--- src/rtl/display_scan_multiplexer.sv ---
// Time-multiplexes packed hex nibbles onto one shared seven-segment decoder with active-low anodes.
// Optional: define DISPLAY_LEADING_ZERO_BLANK_EN to keep leading-zero digits dark.
module display_scan_multiplexer #(
  parameter int unsigned NUM_DIGITS   = 2,
  parameter int unsigned BLANK_CYCLES = 2400,
  parameter int unsigned DIGIT_CYCLES = 24000
) (
  input  logic                    clk,
  input  logic                    reset,
  input  logic [4*NUM_DIGITS-1:0] digits,
  input  logic                    display_on,
  output logic [3:0]              value,
  output logic [NUM_DIGITS-1:0]   digit_en,
  output logic                    frame_done
);

  localparam int unsigned MaxCycles = (BLANK_CYCLES > DIGIT_CYCLES) ? BLANK_CYCLES : DIGIT_CYCLES;
  localparam int unsigned CntW      = $clog2(MaxCycles + 1);
  localparam int unsigned IdxW      = (NUM_DIGITS > 2) ? $clog2(NUM_DIGITS) : 1;

  typedef enum logic {StBlank, StShow} state_e;

  state_e                  state_q, state_d;
  logic [IdxW-1:0]         idx_q, idx_d;
  logic [CntW-1:0]         cnt_q, cnt_d;
  logic [4*NUM_DIGITS-1:0] snap_q, snap_d;
  logic [3:0]              value_q, value_d;
  logic [NUM_DIGITS-1:0]   digit_en_q, digit_en_d;
  logic                    frame_done_q, frame_done_d;
  logic [NUM_DIGITS-1:0]   shown;

  always_ff @(posedge clk) begin
    if (reset) begin
      state_q      <= StBlank;
      idx_q        <= '0;
      cnt_q        <= '0;
      snap_q       <= '0;
      value_q      <= 4'h0;
      digit_en_q   <= '1;
      frame_done_q <= 1'b0;
    end else begin
      state_q      <= state_d;
      idx_q        <= idx_d;
      cnt_q        <= cnt_d;
      snap_q       <= snap_d;
      value_q      <= value_d;
      digit_en_q   <= digit_en_d;
      frame_done_q <= frame_done_d;
    end
  end

  // Scan sequencer: BLANK then SHOW for each digit, wrapping idx at the end of the frame.
  always_comb begin
    state_d = state_q;
    idx_d   = idx_q;
    cnt_d   = cnt_q;
    snap_d  = snap_q;

    // Frame-coherent capture: only at the very first cycle of a frame.
    if (state_q == StBlank && idx_q == '0 && cnt_q == '0) begin
      snap_d = digits;
    end

    unique case (state_q)
      StBlank: begin
        if (cnt_q == CntW'(BLANK_CYCLES - 1)) begin
          state_d = StShow;
          cnt_d   = '0;
        end else begin
          cnt_d = cnt_q + CntW'(1);
        end
      end
      StShow: begin
        if (cnt_q == CntW'(DIGIT_CYCLES - 1)) begin
          state_d = StBlank;
          cnt_d   = '0;
          idx_d   = (idx_q == IdxW'(NUM_DIGITS - 1)) ? '0 : idx_q + IdxW'(1);
        end else begin
          cnt_d = cnt_q + CntW'(1);
        end
      end
      default: begin
        state_d = StBlank;
        cnt_d   = '0;
      end
    endcase
  end

`ifdef DISPLAY_LEADING_ZERO_BLANK_EN
  // A digit is shown if it or any more-significant digit is non-zero; digit 0 always shows.
  always_comb begin
    logic any_nz;
    any_nz = 1'b0;
    shown  = '0;
    for (int i = NUM_DIGITS - 1; i >= 0; i--) begin
      any_nz   = any_nz | (|snap_d[4*i +: 4]);
      shown[i] = any_nz | (i == 0);
    end
  end
`else
  assign shown = '1;
`endif

  // Outputs are registered from next state so they line up with the state they describe.
  always_comb begin
    value_d      = 4'h0;
    digit_en_d   = '1;
    frame_done_d = 1'b0;
    for (int i = 0; i < NUM_DIGITS; i++) begin
      if (idx_d == IdxW'(i)) begin
        value_d = snap_d[4*i +: 4];
        if (state_d == StShow) begin
          digit_en_d[i] = ~(display_on & shown[i]);
        end
      end
    end
    frame_done_d = (state_d == StShow) && (idx_d == IdxW'(NUM_DIGITS - 1)) &&
                   (cnt_d == CntW'(DIGIT_CYCLES - 1));
  end

  assign value      = value_q;
  assign digit_en   = digit_en_q;
  assign frame_done = frame_done_q;

endmodule

--- config.mk ---
export PLATFORM = sky130hd
export DESIGN_NAME = display_scan_multiplexer
export DESIGN_NICKNAME = d
export VERILOG_FILES = /design/src/rtl/display_scan_multiplexer.sv
export SDC_FILE = /design/constraint.sdc
export NUM_CORES = 1
export LEC_CHECK = 0
export BUFFER_PORTS_ARGS = -buffer_cell sky130_fd_sc_hd__buf_2
export CELL_PAD_IN_SITES_DETAIL_PLACEMENT = 0
export CELL_PAD_IN_SITES_GLOBAL_PLACEMENT = 1
export CORE_UTILIZATION = 45
export DETAILED_ROUTE_END_ITERATION = 10
export PLACE_DENSITY_LB_ADDON = 0.25
export SYNTH_ARGS = -nofsm -noshare
export SYNTH_HDL_FRONTEND = slang
export SYNTH_SLANG_ARGS = --single-unit
--- constraint.sdc ---
create_clock -name clk -period 5.2 [get_ports clk]
set_input_delay 0.78 -clock clk [delete_from_list [all_inputs] [get_ports clk]]
set_output_delay 0.78 -clock clk [all_outputs]
set_load 0.1 [all_outputs]
== Word level (Yosys, flattened, before mapping) ==
Cells that the tools add are included.
Storage, ports and cells
  word-level logic and storage cells: 36
  output and inout bits: 7
  register bits: 32
  input port bits: 11
Operators by class
  reduce and logical (&&, ||, !) cells: 7
  equality and inequality tests: 3
  muxes and demuxes: 12
  bitwise gates (word level): 4
  add/sub/neg operators: 2
Operators by type and width (number)
  $eq 15x15->1 const B: 2
  $mux 15: 2
  $pmux 15 s2: 1
  $add 15x1->15 const B: 1
  $eq 15x12->1 const B: 1
  $logic_not 15->1: 1
  $mux 8: 1
  $mux 1: 6
  $logic_and 1x1->1: 4
  $mux 4: 1
  $not 1->1: 4
  $reduce_or 2->1: 2
  $pmux 1 s2: 1
  $add 1x1->1 const B: 1

== Longest topological paths before layout ==
Gate-level depths: netlist (run 1).
  word-level depth: 6
  gate-level depth with buffers: 7
  depth with buffers taken out: 6

== Worst setup path before layout (run 1) ==
Ideal clock, no wire load.
  path kind: register to register
  from: register cnt_q[9]
  to: register value_q[3] (netlist: value[3])
  path buffers: 1
  arrival time: 1.715 ns
  path slack: 3.351 ns
  setup time: 0.134 ns
  stages on the path, launching flop included: 7
  path through: dfxtp_1 -> buf_6 -> or4_4 -> nor4_4 -> nand4_4 -> mux2i_1 -> o22ai_1
On the way
  longest elaborated chain between the ends: 4
RTL lines
  start: declaration: RTL line 25  | logic [CntW-1:0] cnt_q, cnt_d;
  start signal: assignment: RTL line 44  | cnt_q <= cnt_d;
  $eq 15x15->1 or $logic_not 15->1 (tied branches): RTL line 74, 60
  $mux 1 or $logic_and 1x1->1 (tied branches): RTL line 74, 60
  $mux 1 or $mux 8 (tied branches): RTL line 64, 60
  $mux 4 (*): RTL line 110  | if (idx_d == IdxW'(i)) begin
  end signal: assignment: RTL line 46  | value_q <= value_d;
  end: declaration: RTL line 27  | logic [3:0] value_q, value_d;
Every way passes the cells marked *; elsewhere a longest branch is shown, timed or not.
A chain may end at the register's enable or synchronous reset.

== Worst setup path in the final report (run 1) ==
  from: register cnt_q[5]
  to: register frame_done_q (netlist: frame_done)
On the way
  longest elaborated chain between the ends: 5
RTL lines
  $add 15x1->15, or another cell as far along: RTL line 70, 79
  $mux 15, or another cell as far along: RTL line 74  | if (cnt_q == CntW'(DIGIT_CYCLES - 1)) begin
  $pmux 15 s2, or another cell as far along: RTL line 64  | unique case (state_q)
  $eq 15x15->1 or $logic_and 1x1->1 (tied branches): RTL line 118, 117
  $logic_and 1x1->1 (*): RTL line 117  | frame_done_d = (state_d == StShow) && (idx_d == IdxW'(NUM_DIGITS - 1)) &&
  end signal: assignment: RTL line 48  | frame_done_q <= frame_done_d;
  end: declaration: RTL line 29  | logic frame_done_q, frame_done_d;
Marked as above.

==> flow_metrics.py, run 1 <==
metrics = {
    "grt": {
        "groute.layer.met3.usage": 0.0777,
        "met2_usage": 0.266,
        "wire_length_of_the_first_global_routing_pass_um": 5260,
        "layer_carrying_the_most_global_route_usage": "met1",
        "grt-ovfl-total": 0,
        "grt_util_all_layers": 0.196,
        "antenna_found_initial": 0,
        "first_global_vias": 1144,
        "grt_max_degree": 20,
        "grtUsageMet1": 0.267,
    },
    "critical_path": {
        "critPathLaunchType": "register",
        "endpoint_kind_of_the_worst_setup_timing_path": "register",
        "timing.critical_path.buf_inv": 0,
        "path_max_fanout": 7,
        "worst-setup-path-type": "register to register",
        "crit_path_required_time_ns": 5.46,
        "regToRegEndpoint": "frame_done",
        "cp_cell_sequence": "nand4_1, nor4_1, xor2_1, or4_1, nor4_2",
        "worst_path_largest_cell_delay_ns": 0.55,
        "ff2ff_setup_slack_ns": 3.03,
        "endpoint_arrival_time_on_the_critical_path_ns": 2.43,
        "crit-reg2reg-launch": "cnt_q[5]",
        "r2r.worst_path.cells": 5,
        "path_delay_family": "simple AND/OR/NAND/NOR gates",
        "cpMaxStageDelayCell": "sky130_fd_sc_hd__dfxtp_1",
    },
    "finish": {
        "drive_above_1_share": 0.190,
        "layout.cell_area.non_filler_um2": 1750,
        "layout.cells.most_common": "sky130_fd_sc_hd__dfxtp_1",
        "final_cell_mix": "sky130_fd_sc_hd__dfxtp_1, sky130_fd_sc_hd__nor2_1, sky130_fd_sc_hd__nand2_1",
        "area_growth_pct": 9.62,
        "antenna_cells": 0,
        "finish.net_count": 212,
        "finalNonFillerCells": 246,
    },
    "synth": {
        "syn-cell-area_um2": 1600,
        "syn-num-nets": 199,
        "syn_avg_cell_area_um2": 8.60,
        "synth-seq-area-share": 0.401,
        "syn_inst": 186,
        "synth.lib_cells_used.distinct": 40,
        "ys_seq_elements": 32,
        "yosysWarningCount": 0,
    },
    "floorplanning": {
        "num_io_pins": 18,
        "start_util": 0.475,
        "chipWidth_um": 61.6,
        "num_rows": 21,
        "dieHeight_um": 61.6,
        "design.core.area_um2": 3360,
        "dieArea_um2": 3800,
    },
    "timing": {
        "final_min_period_over_clock_period": 0.417,
        "timing.final.crit_period_ns": 2.17,
        "clock_skew_ns": 0.00801,
        "hold_viol_final": 0,
        "worst_slew_margin_rel": 0.600,
        "fin_tns_setup_ns": 0,
        "final_report_setup_violation_count": 0,
        "final_setup_margin_ns": 3.03,
        "rsz0062_at_grt": "no",
        "max_freq_mhz": 461,
        "timing_worst_slew_pin_value_ns": 0.595,
        "final_max_slew_viol_count": 0,
    },
    "drt": {
        "postRouteWirelength_um": 3190,
        "via_count": 1314,
        "post_drt_via_cell_ratio": 5.34,
        "ant_nets": 0,
        "drc": 0,
        "post_drt_wl_per_cell_um": 13.0,
        "drt_iter0_markers": 128,
        "drt_pass1_iterations": 4,
    },
    "power_and_ir_drop": {
        "power.static_leakage_nw": 0.631,
        "report.power.total_mw": 0.521,
        "maximum_vdd_drop_uv": 118,
        "pwrdens_nw_per_um2": 297,
    },
    "placement": {
        "detailedPlacementHpwl_um": 2290,
        "finalWeightedCongestion": 0.825,
        "post-place-ws_ns": 3.06,
        "placedInstanceArea_um2": 1670,
        "io_buffers": 17,
        "numPlacedInstances": 238,
    },
    "clock_network": {
        "cts_repair_resize_count": 0,
        "post_cts_buffers": 0,
        "clock_sinks": 32,
        "clock_edge_transition_at_the_registers_on_the_reported_setup_and_hold_paths_ns": 0.11,
        "cts_buffers": 5,
        "cts-root-buf": "sky130_fd_sc_hd__clkbuf_4",
        "worstSkewPairLatency_ns": 0.34,
        "cts_hold_repair.buffers": 0,
        "tritoncts_clock_tree": "done",
        "cts_htree_levels": 2,
        "cts-root-to-sink-buffers": 2,
    },
    "hold_path": {
        "hold-path-endpoint": "snap_q[7]",
        "min_path_cells": 2,
        "hold_path.class": "register to register",
        "worstHoldStart": "snap_q[7]",
    },
    "run_status": {
        "status": "finished clean",
    },
    "flow_run": {
        "drv.max_cap_violation_count": 0,
    },
}
[logic make-up (layout without fill, tap and decap cells)]
family	Yosys count	count (layout)	synth area share
and+or+nand+nor	96	96	0.337
DFF	32	32	0.401
AOI/OAI and AO/OA	21	21	0.0853
xor gates and xnor gates	16	16	0.0876
buffers and inverters	16	30	0.0548
muxes	3	3	0.0188
adders and majority gates	2	2	0.0156
[power by group]
part / internal (mW) / leakage [nW] / total [mW] / switching, mW
sequential: 0.256 / 0.261 / 0.262 / 0.00652
combinational: 0.0208 / 0.329 / 0.0671 / 0.0463
clock: 0.100 / 0.0412 / 0.191 / 0.0912
total: 0.377 / 0.631 / 0.521 / 0.144
[final cells by class]
cell class,count,area [µm²]
well taps,46,57.6
clock inverters,3,42.5
flip-flops and latches,32,641
clock buffers,5,37.5
multi-input cells,138,871
inverters,5,18.8
repair buffers,17,85.1
fillers,349,1610
[worst register-to-register path, cell delays in order (launching register included)]
cell and delay (ns):
sky130_fd_sc_hd__dfxtp_1 0.55, sky130_fd_sc_hd__nand4_1 0.33, sky130_fd_sc_hd__nor4_1 0.38, sky130_fd_sc_hd__xor2_1 0.14, sky130_fd_sc_hd__or4_1 0.49, sky130_fd_sc_hd__nor4_2 0.20
[per-stage QoR]
stage,hold WS [ns],utilization
global route,0.489,0.521
finish,0.470,0.521
floorplan,0.432,-
CTS,0.467,0.521
global placement,0.443,0.497
detailed placement,0.451,0.497
[worst max path at each step]
stage	start	cells after the start	endpoint
finish	cnt_q[5]	5	frame_done
CTS	cnt_q[5]	5	frame_done
floorplan	cnt_q[9]	6	value[3]
global placement	cnt_q[5]	5	frame_done
global route	cnt_q[5]	5	frame_done
detailed placement	cnt_q[5]	5	frame_done
[sequential cells by signal, indices dropped and copies added, names as in the netlist]
| signal | count |
|---|---|
| value | 4 |
| idx_q | 1 |
| cnt_q | 15 |
| digit_en | 2 |
| frame_done | 1 |
| state_q | 1 |
| snap_q | 8 |
[cell usage after synthesis (all sizes together)]
master | n | area, µm²
mux2i | 3 | 30.0
nand2b | 6 | 37.5
a32o | 1 | 10.0
or3 | 1 | 6.26
nor4 | 5 | 67.6
or2 | 1 | 6.26
or4 | 2 | 18.8
a21oi | 12 | 75.1
nand4 | 6 | 52.6
nor2b | 1 | 6.26
xnor2 | 6 | 52.6
and4 | 1 | 8.76
inv | 5 | 18.8
o22ai | 2 | 12.5
nor2 | 24 | 90.1
buf | 9 | 61.3
nand4bb | 1 | 11.3
nor4b | 2 | 17.5
or2b | 1 | 7.51
dfxtp | 32 | 641
nand2 | 25 | 98.8
nand4b | 2 | 17.5
a21boi | 2 | 15.0
ha | 2 | 25.0
nand3b | 1 | 7.51
o21ai | 4 | 23.8
xor2 | 10 | 87.6
clkbuf | 2 | 7.51
nor3 | 6 | 30.0
nand3 | 11 | 55.1
[layer usage]
layer  part of all wire  routed length, µm  up-vias
met5                  0                  0        -
met2               0.43               1390       37
met4              0.019                 61        0
met1               0.49               1570      611
met3              0.053                168        7
li1                   -                  -      659
(Power assumes the default switching activity.)
==> run 2, diff against run 1 <==
--- a/config.mk
+++ b/config.mk
@@ -5,10 +5,11 @@
 export SDC_FILE = /design/constraint.sdc
 export NUM_CORES = 1
 export LEC_CHECK = 0
+export ABC_AREA = 1
 export BUFFER_PORTS_ARGS = -buffer_cell sky130_fd_sc_hd__buf_2
 export CELL_PAD_IN_SITES_DETAIL_PLACEMENT = 0
 export CELL_PAD_IN_SITES_GLOBAL_PLACEMENT = 1
-export CORE_UTILIZATION = 45
+export CORE_UTILIZATION = 36
 export DETAILED_ROUTE_END_ITERATION = 10
 export PLACE_DENSITY_LB_ADDON = 0.25
 export SYNTH_ARGS = -nofsm -noshare
==> constraint.sdc (replaced) <==
create_clock -name clk -period 1.8 [get_ports clk]
set_input_delay 0.27 -clock clk [delete_from_list [all_inputs] [get_ports clk]]
set_output_delay 0.27 -clock clk [all_outputs]
set_load 0.1 [all_outputs]
==> run 2 against run 1 <==
Register-to-register slack worse by 2.8 ns. Core utilization down 8.4 points. Worst hold slack worse by 0.29 ns. Clock skew down 0.0022 ns. Highest routed layer unchanged.
==> flow_metrics.py, run 2 <==
metrics = {
    "run_status": {
        "status": "finished clean",
    },
    "clock_network": {
        "cts-root-buf": "sky130_fd_sc_hd__clkbuf_8",
        "cts-root-to-sink-buffers": 2,
        "tritoncts_clock_tree": "done",
        "clock_edge_transition_at_the_registers_on_the_reported_setup_and_hold_paths_ns": 0.07,
        "worstSkewPairLatency_ns": 0.29,
        "cts_htree_levels": 2,
        "clock_sinks": 32,
        "cts_hold_repair.buffers": 0,
        "cts_buffers": 5,
    },
    "timing": {
        "max_freq_mhz": 623,
        "rsz0062_at_grt": "no",
        "timing_worst_slew_pin_value_ns": 0.488,
        "clock_skew_ns": 0.00582,
        "final.hold.worst_slack_ns": 0.183,
        "hold_viol_final": 0,
        "fin_tns_setup_ns": 0,
        "worst_slew_margin_rel": 0.677,
        "final_max_slew_viol_count": 0,
        "final_report_setup_violation_count": 0,
        "final_min_period_over_clock_period": 0.892,
        "final_setup_margin_ns": 0.194,
        "timing.final.crit_period_ns": 1.61,
    },
    "synth": {
        "synth-edff-count": 0,
        "netlist_top_cells_count": "sky130_fd_sc_hd__nand2_1, sky130_fd_sc_hd__nor2_1, sky130_fd_sc_hd__inv_1, sky130_fd_sc_hd__dfxtp_1, sky130_fd_sc_hd__nand3_1",
        "syn_inst": 246,
        "cell_type_contributing_the_most_total_cell_area_after_synthesis": "sky130_fd_sc_hd__dfxtp_1",
        "netlist_top_cells_area": "sky130_fd_sc_hd__dfxtp_1, sky130_fd_sc_hd__nand2_1, sky130_fd_sc_hd__nor2_1",
        "most_common_cell_in_the_netlist": "sky130_fd_sc_hd__nand2_1",
        "syn-cell-area_um2": 1620,
        "ys_seq_elements": 32,
        "postSynth.topFlopCell": "sky130_fd_sc_hd__dfxtp_1",
        "syn_avg_cell_area_um2": 6.58,
        "syn-num-nets": 259,
        "yosysWarningCount": 0,
        "synth.lib_cells_used.distinct": 21,
        "synth-seq-area-share": 0.396,
        "synthArstFlopShare": 0,
        "synth_top_area_frac": 0.396,
    },
    "drt": {
        "drc": 0,
        "drt_pass1_iterations": 4,
        "ant_nets": 0,
        "uppermost_layer_routed": "met4",
        "route.layer.met1.wl_um": 1910,
        "postRouteWirelength_um": 3630,
        "post_drt_via_cell_ratio": 4.39,
        "wl_met3_um": 106,
        "met2_length_um": 1560,
        "drt_iter0_markers": 79,
        "post_drt_wl_per_cell_um": 11.3,
        "via_count": 1409,
    },
    "critical_path": {
        "path_max_fanout": 7,
        "crit-reg2reg-launch": "cnt_q[0]",
        "r2r.worst_path.cells": 8,
        "launch_point_of_the_worst_path": "cnt_q[0]",
        "endpoint_kind_of_the_worst_setup_timing_path": "register",
        "crit_path_required_time_ns": 1.99,
        "endpoint_arrival_time_on_the_critical_path_ns": 1.79,
        "worst-setup-path-type": "register to register",
        "critPathLaunchType": "register",
    },
    "floorplanning": {
        "dieArea_um2": 4770,
        "dieHeight_um": 69.1,
        "design.core.area_um2": 4320,
        "start_util": 0.374,
        "num_rows": 24,
        "num_io_pins": 18,
        "chipWidth_um": 69.1,
    },
    "hold_path": {
        "min_path_cells": 2,
        "worstHoldStart": "display_on",
        "hold_path.class": "input pin to register",
    },
    "power_and_ir_drop": {
        "power.static_leakage_nw": 0.895,
        "maximum_vdd_drop_uv": 361,
        "pwrdens_nw_per_um2": 894,
    },
    "finish": {
        "register_with_the_highest_flop_count": "cnt_q",
        "num-fill-cells": 480,
        "final_util": 0.438,
        "antenna_cells": 0,
        "finalNonFillerCells": 321,
        "layout.cells.most_common": "sky130_fd_sc_hd__nand2_1",
        "largest_register_ffs": 15,
        "final_cell_mix": "sky130_fd_sc_hd__nand2_1, sky130_fd_sc_hd__nor2_1, sky130_fd_sc_hd__inv_1",
        "drive_above_1_share": 0.156,
        "finish.net_count": 281,
        "area_growth_pct": 16.8,
    },
    "flow_run": {
        "drv.max_cap_violation_count": 0,
    },
    "grt": {
        "grt_util_all_layers": 0.174,
        "wire_length_of_the_first_global_routing_pass_um": 6500,
        "first_global_vias": 1430,
        "antenna_found_initial": 0,
        "grt-ovfl-total": 0,
        "grt_max_degree": 18,
    },
    "placement": {
        "post-place-ws_ns": 0.154,
        "io_buffers": 17,
        "detailedPlacementHpwl_um": 2740,
        "numPlacedInstances": 313,
        "finalWeightedCongestion": 0.777,
    },
}
## run 2: critical path: stages, from the launching register on
cell	delay, ns
sky130_fd_sc_hd__dfxtp_1	0.37
sky130_fd_sc_hd__ha_1	0.25
sky130_fd_sc_hd__nand2_4	0.09
sky130_fd_sc_hd__nor2_2	0.22
sky130_fd_sc_hd__nand4_1	0.18
sky130_fd_sc_hd__nand2_4	0.15
sky130_fd_sc_hd__clkinv_2	0.11
sky130_fd_sc_hd__nand2_1	0.08
sky130_fd_sc_hd__nand2_1	0.05
## run 2: stage by stage
stage                     power, mW  cell area [µm²]
after global routing           1.78             1890
final                          1.69             1890
after CTS                      1.71             1870
after global placement         1.01             1760
after floorplan               0.964             1620
after detailed placement       1.01             1760
## run 2: kinds of logic (layout without fill, tap and decap cells)
family / after synthesis / in the layout / synth area share
XOR/XNOR: 5 / 5 / 0.0270
AO/OA/AOI/OAI: 12 / 12 / 0.0371
AND/OR/NAND/NOR: 148 / 148 / 0.412
adder cells (fa/ha/maj): 2 / 2 / 0.0155
buffers and inverters: 47 / 70 / 0.113
flip-flops: 32 / 32 / 0.396
## run 2: cell type report
type / instances / area (µm²) / area share
flip-flops and latches: 32 / 641 / 0.339
well taps: 52 / 65.1 / 0.0344
clock inverters: 3 / 42.5 / 0.0225
multi-input cells: 167 / 816 / 0.431
repair buffers: 18 / 92.6 / 0.0489
clock buffers: 5 / 68.8 / 0.0364
inverters: 44 / 166 / 0.0880
## run 2: final timing paths
check / end / slack (ns)
worst min register to register: snap_q[6] / 0.46
worst max register to register: value[3] / 0.19
worst min-delay path: digit_en[1] / 0.18
worst max-delay path: value[3] / 0.19
## run 2: what timing repair did
item / CTS / global route
setup endpoints to repair: 0 / 6
buffers inserted: 0 / 0
resized for setup: 0 / 4
## run 2: per-layer routing
| layer | global-route usage | vias up |
|---|---|---|
| li1 | - | 789 |
| met1 | 0.232 | 598 |
| met2 | 0.266 | 17 |
| met3 | 0.0497 | 5 |
| met4 | 0.0612 | 0 |
| met5 | 0 | - |
## run 2: where the power goes
| group | switching (mW) | internal [mW] |
|---|---|---|
| clock | 0.288 | 0.409 |
| sequential | 0.0136 | 0.747 |
| combinational | 0.175 | 0.0578 |
| total | 0.476 | 1.21 |
==> run 3, diff against run 2 <==
--- a/config.mk
+++ b/config.mk
@@ -9,6 +9,7 @@
 export BUFFER_PORTS_ARGS = -buffer_cell sky130_fd_sc_hd__buf_2
 export CELL_PAD_IN_SITES_DETAIL_PLACEMENT = 0
 export CELL_PAD_IN_SITES_GLOBAL_PLACEMENT = 1
+export CORE_ASPECT_RATIO = 1.25
 export CORE_UTILIZATION = 36
 export DETAILED_ROUTE_END_ITERATION = 10
 export PLACE_DENSITY_LB_ADDON = 0.25
==> run 3 against run 2 <==
Core utilization is 1.3 points higher. Critical path depth is 2 higher. Cell area hardly changed. Die area hardly changed. Count of clock-buffer cells in the layout is 1 higher. Combinational power is 2% higher. First-iteration DRC count is 28% lower. Critical path type unchanged. Largest cell class unchanged.
==> flow_metrics.py, run 3 (synthesis gave the netlist of run 2 again) <==
metrics = {
    "critical_path": {
        "timing.critical_path.buf_inv": 0,
        "cp_cell_sequence": "ha_1, nand2_4, nor2_2, nand3_1, nand2_1, nand2_2, nand2_2, nor2_2, nand2_1, nor2_2",
        "endpoint_kind_of_the_worst_setup_timing_path": "register",
        "cp-endpoint": "frame_done",
        "endpoint_arrival_time_on_the_critical_path_ns": 1.85,
        "worst-setup-path-type": "register to register",
        "ff2ff_setup_slack_ns": 0.13,
        "r2r.worst_path.cells": 10,
        "count_of_cell_instances_traversed_by_the_critical_path": 10,
        "worst_path_largest_cell_delay_ns": 0.38,
        "path_delay_family": "simple AND/OR/NAND/NOR gates",
        "crit_path_frequent_cell": "sky130_fd_sc_hd__nor2_2",
        "launch_point_of_the_worst_path": "cnt_q[0]",
        "path_max_fanout": 7,
        "crit_path_required_time_ns": 1.98,
        "cpMaxStageDelayCell": "sky130_fd_sc_hd__dfxtp_1",
        "regToRegEndpoint": "frame_done",
        "critPathLaunchType": "register",
        "crit-reg2reg-launch": "cnt_q[0]",
    },
    "timing": {
        "final_max_slew_viol_count": 0,
        "max_freq_mhz": 600,
        "timing_worst_slew_pin_value_ns": 0.490,
        "final_report_setup_violation_count": 0,
        "worst_slew_margin_rel": 0.675,
        "fin_tns_setup_ns": 0,
        "timing.final.crit_period_ns": 1.67,
        "hold_viol_final": 0,
        "clock_skew_ns": 0.00642,
        "rsz0062_at_grt": "no",
        "final_min_period_over_clock_period": 0.926,
        "final.hold.worst_slack_ns": 0.186,
    },
    "floorplanning": {
        "design.core.area_um2": 4200,
        "dieArea_um2": 4770,
        "chipWidth_um": 62.0,
        "num_rows": 26,
        "num_io_pins": 18,
        "start_util": 0.386,
        "dieHeight_um": 77.0,
    },
    "grt": {
        "grt_max_degree": 18,
        "grt_util_all_layers": 0.185,
        "grt-ovfl-total": 0,
        "first_global_vias": 1450,
        "antenna_found_initial": 0,
        "wire_length_of_the_first_global_routing_pass_um": 6480,
    },
    "finish": {
        "register_with_the_highest_flop_count": "cnt_q",
        "layout.cells.most_common": "sky130_fd_sc_hd__nand2_1",
        "antenna_cells": 0,
        "largest_register_ffs": 15,
        "final_util": 0.451,
        "final_cell_mix": "sky130_fd_sc_hd__nand2_1, sky130_fd_sc_hd__nor2_1, sky130_fd_sc_hd__inv_1",
        "finish.net_count": 282,
        "drive_above_1_share": 0.152,
        "area_growth_pct": 16.8,
    },
    "run_status": {
        "status": "finished clean",
    },
    "power_and_ir_drop": {
        "sequential_share_of_power": 0.456,
        "clock_power_share": 0.403,
        "power_frac_comb": 0.141,
        "maximum_vdd_drop_uv": 497,
        "pwrdens_nw_per_um2": 884,
        "power.internal_mw": 1.22,
        "p_sw_frac": 0.271,
        "power.static_leakage_nw": 0.900,
        "total_switching_power_mw": 0.454,
    },
    "drt": {
        "post_drt_wl_per_cell_um": 11.4,
        "ant_nets": 0,
        "drt_iter0_markers": 57,
        "drt_pass1_iterations": 4,
        "postRouteWirelength_um": 3720,
        "drc": 0,
        "via_count": 1511,
        "post_drt_via_cell_ratio": 4.63,
    },
    "placement": {
        "finalWeightedCongestion": 0.855,
        "io_buffers": 17,
        "detailedPlacementHpwl_um": 2860,
    },
    "clock_network": {
        "worstSkewPairLatency_ns": 0.28,
        "cts-root-buf": "sky130_fd_sc_hd__clkbuf_8",
        "cts-root-to-sink-buffers": 2,
        "clock_sinks": 32,
        "cts_buffers": 5,
        "tritoncts_clock_tree": "done",
        "cts_htree_levels": 2,
        "clock_edge_transition_at_the_registers_on_the_reported_setup_and_hold_paths_ns": 0.07,
        "post_cts_buffers": 0,
    },
    "hold_path": {
        "min_path_cells": 2,
        "hold_path.class": "input pin to register",
    },
    "flow_run": {
        "drv.max_cap_violation_count": 0,
    },
}
run 3: cell type report:
type | count | area (µm²)
Multi-Input combinational cell | 167 | 806
Clock buffer | 6 | 72.6
Sequential cell | 32 | 641
Tap cell | 56 | 70.1
Inverter | 44 | 166
Timing Repair Buffer | 19 | 100
Fill cell | 471 | 2310
Clock inverter | 2 | 35.0
run 3: metrics by stage:
stage	cell area [µm²]	total power [mW]	cells	worst slack [ns]
finish	1890	1.67	326	0.133
global route	1890	1.76	326	0.0134
CTS	1880	1.68	326	0.106
detailed placement	1770	1.01	318	0.118
global placement	1770	1.01	318	0.0963
floorplan	1620	0.964	246	0.351
run 3: worst min-delay path by stage:
stage               start          end  slack, ns
6_report       display_on  digit_en[0]       0.19
5_1_grt        display_on  digit_en[1]       0.19
4_1_cts        display_on  digit_en[0]       0.18
3_3_place_gp     cnt_q[0]     cnt_q[0]       0.44
3_5_place_dp     cnt_q[0]     cnt_q[0]       0.45
2_1_floorplan       reset    snap_q[0]       0.35
run 3: power groups by stage:
stage | combinational [mW] | sequential, mW | clock (mW)
final | 0.236 | 0.762 | 0.674
after detailed placement | 0.234 | 0.777 | 0
after global routing | 0.263 | 0.766 | 0.729
after CTS | 0.235 | 0.762 | 0.688
after floorplan | 0.105 | 0.858 | 0
after global placement | 0.232 | 0.778 | 0
run 3: repair_timing:
action | 4_1_cts | 5_1_grt
hold buffers | 0 | 0
resized for setup | 0 | 2
endpoints found under the setup margin | 0 | 5
run 3: layer usage:
metal,vias up,routed length [µm],track usage
li1,801,-,-
met1,668,1600,0.225
met2,34,1880,0.295
met3,8,161,0.0556
met4,0,74,0.0733
met5,-,0,0
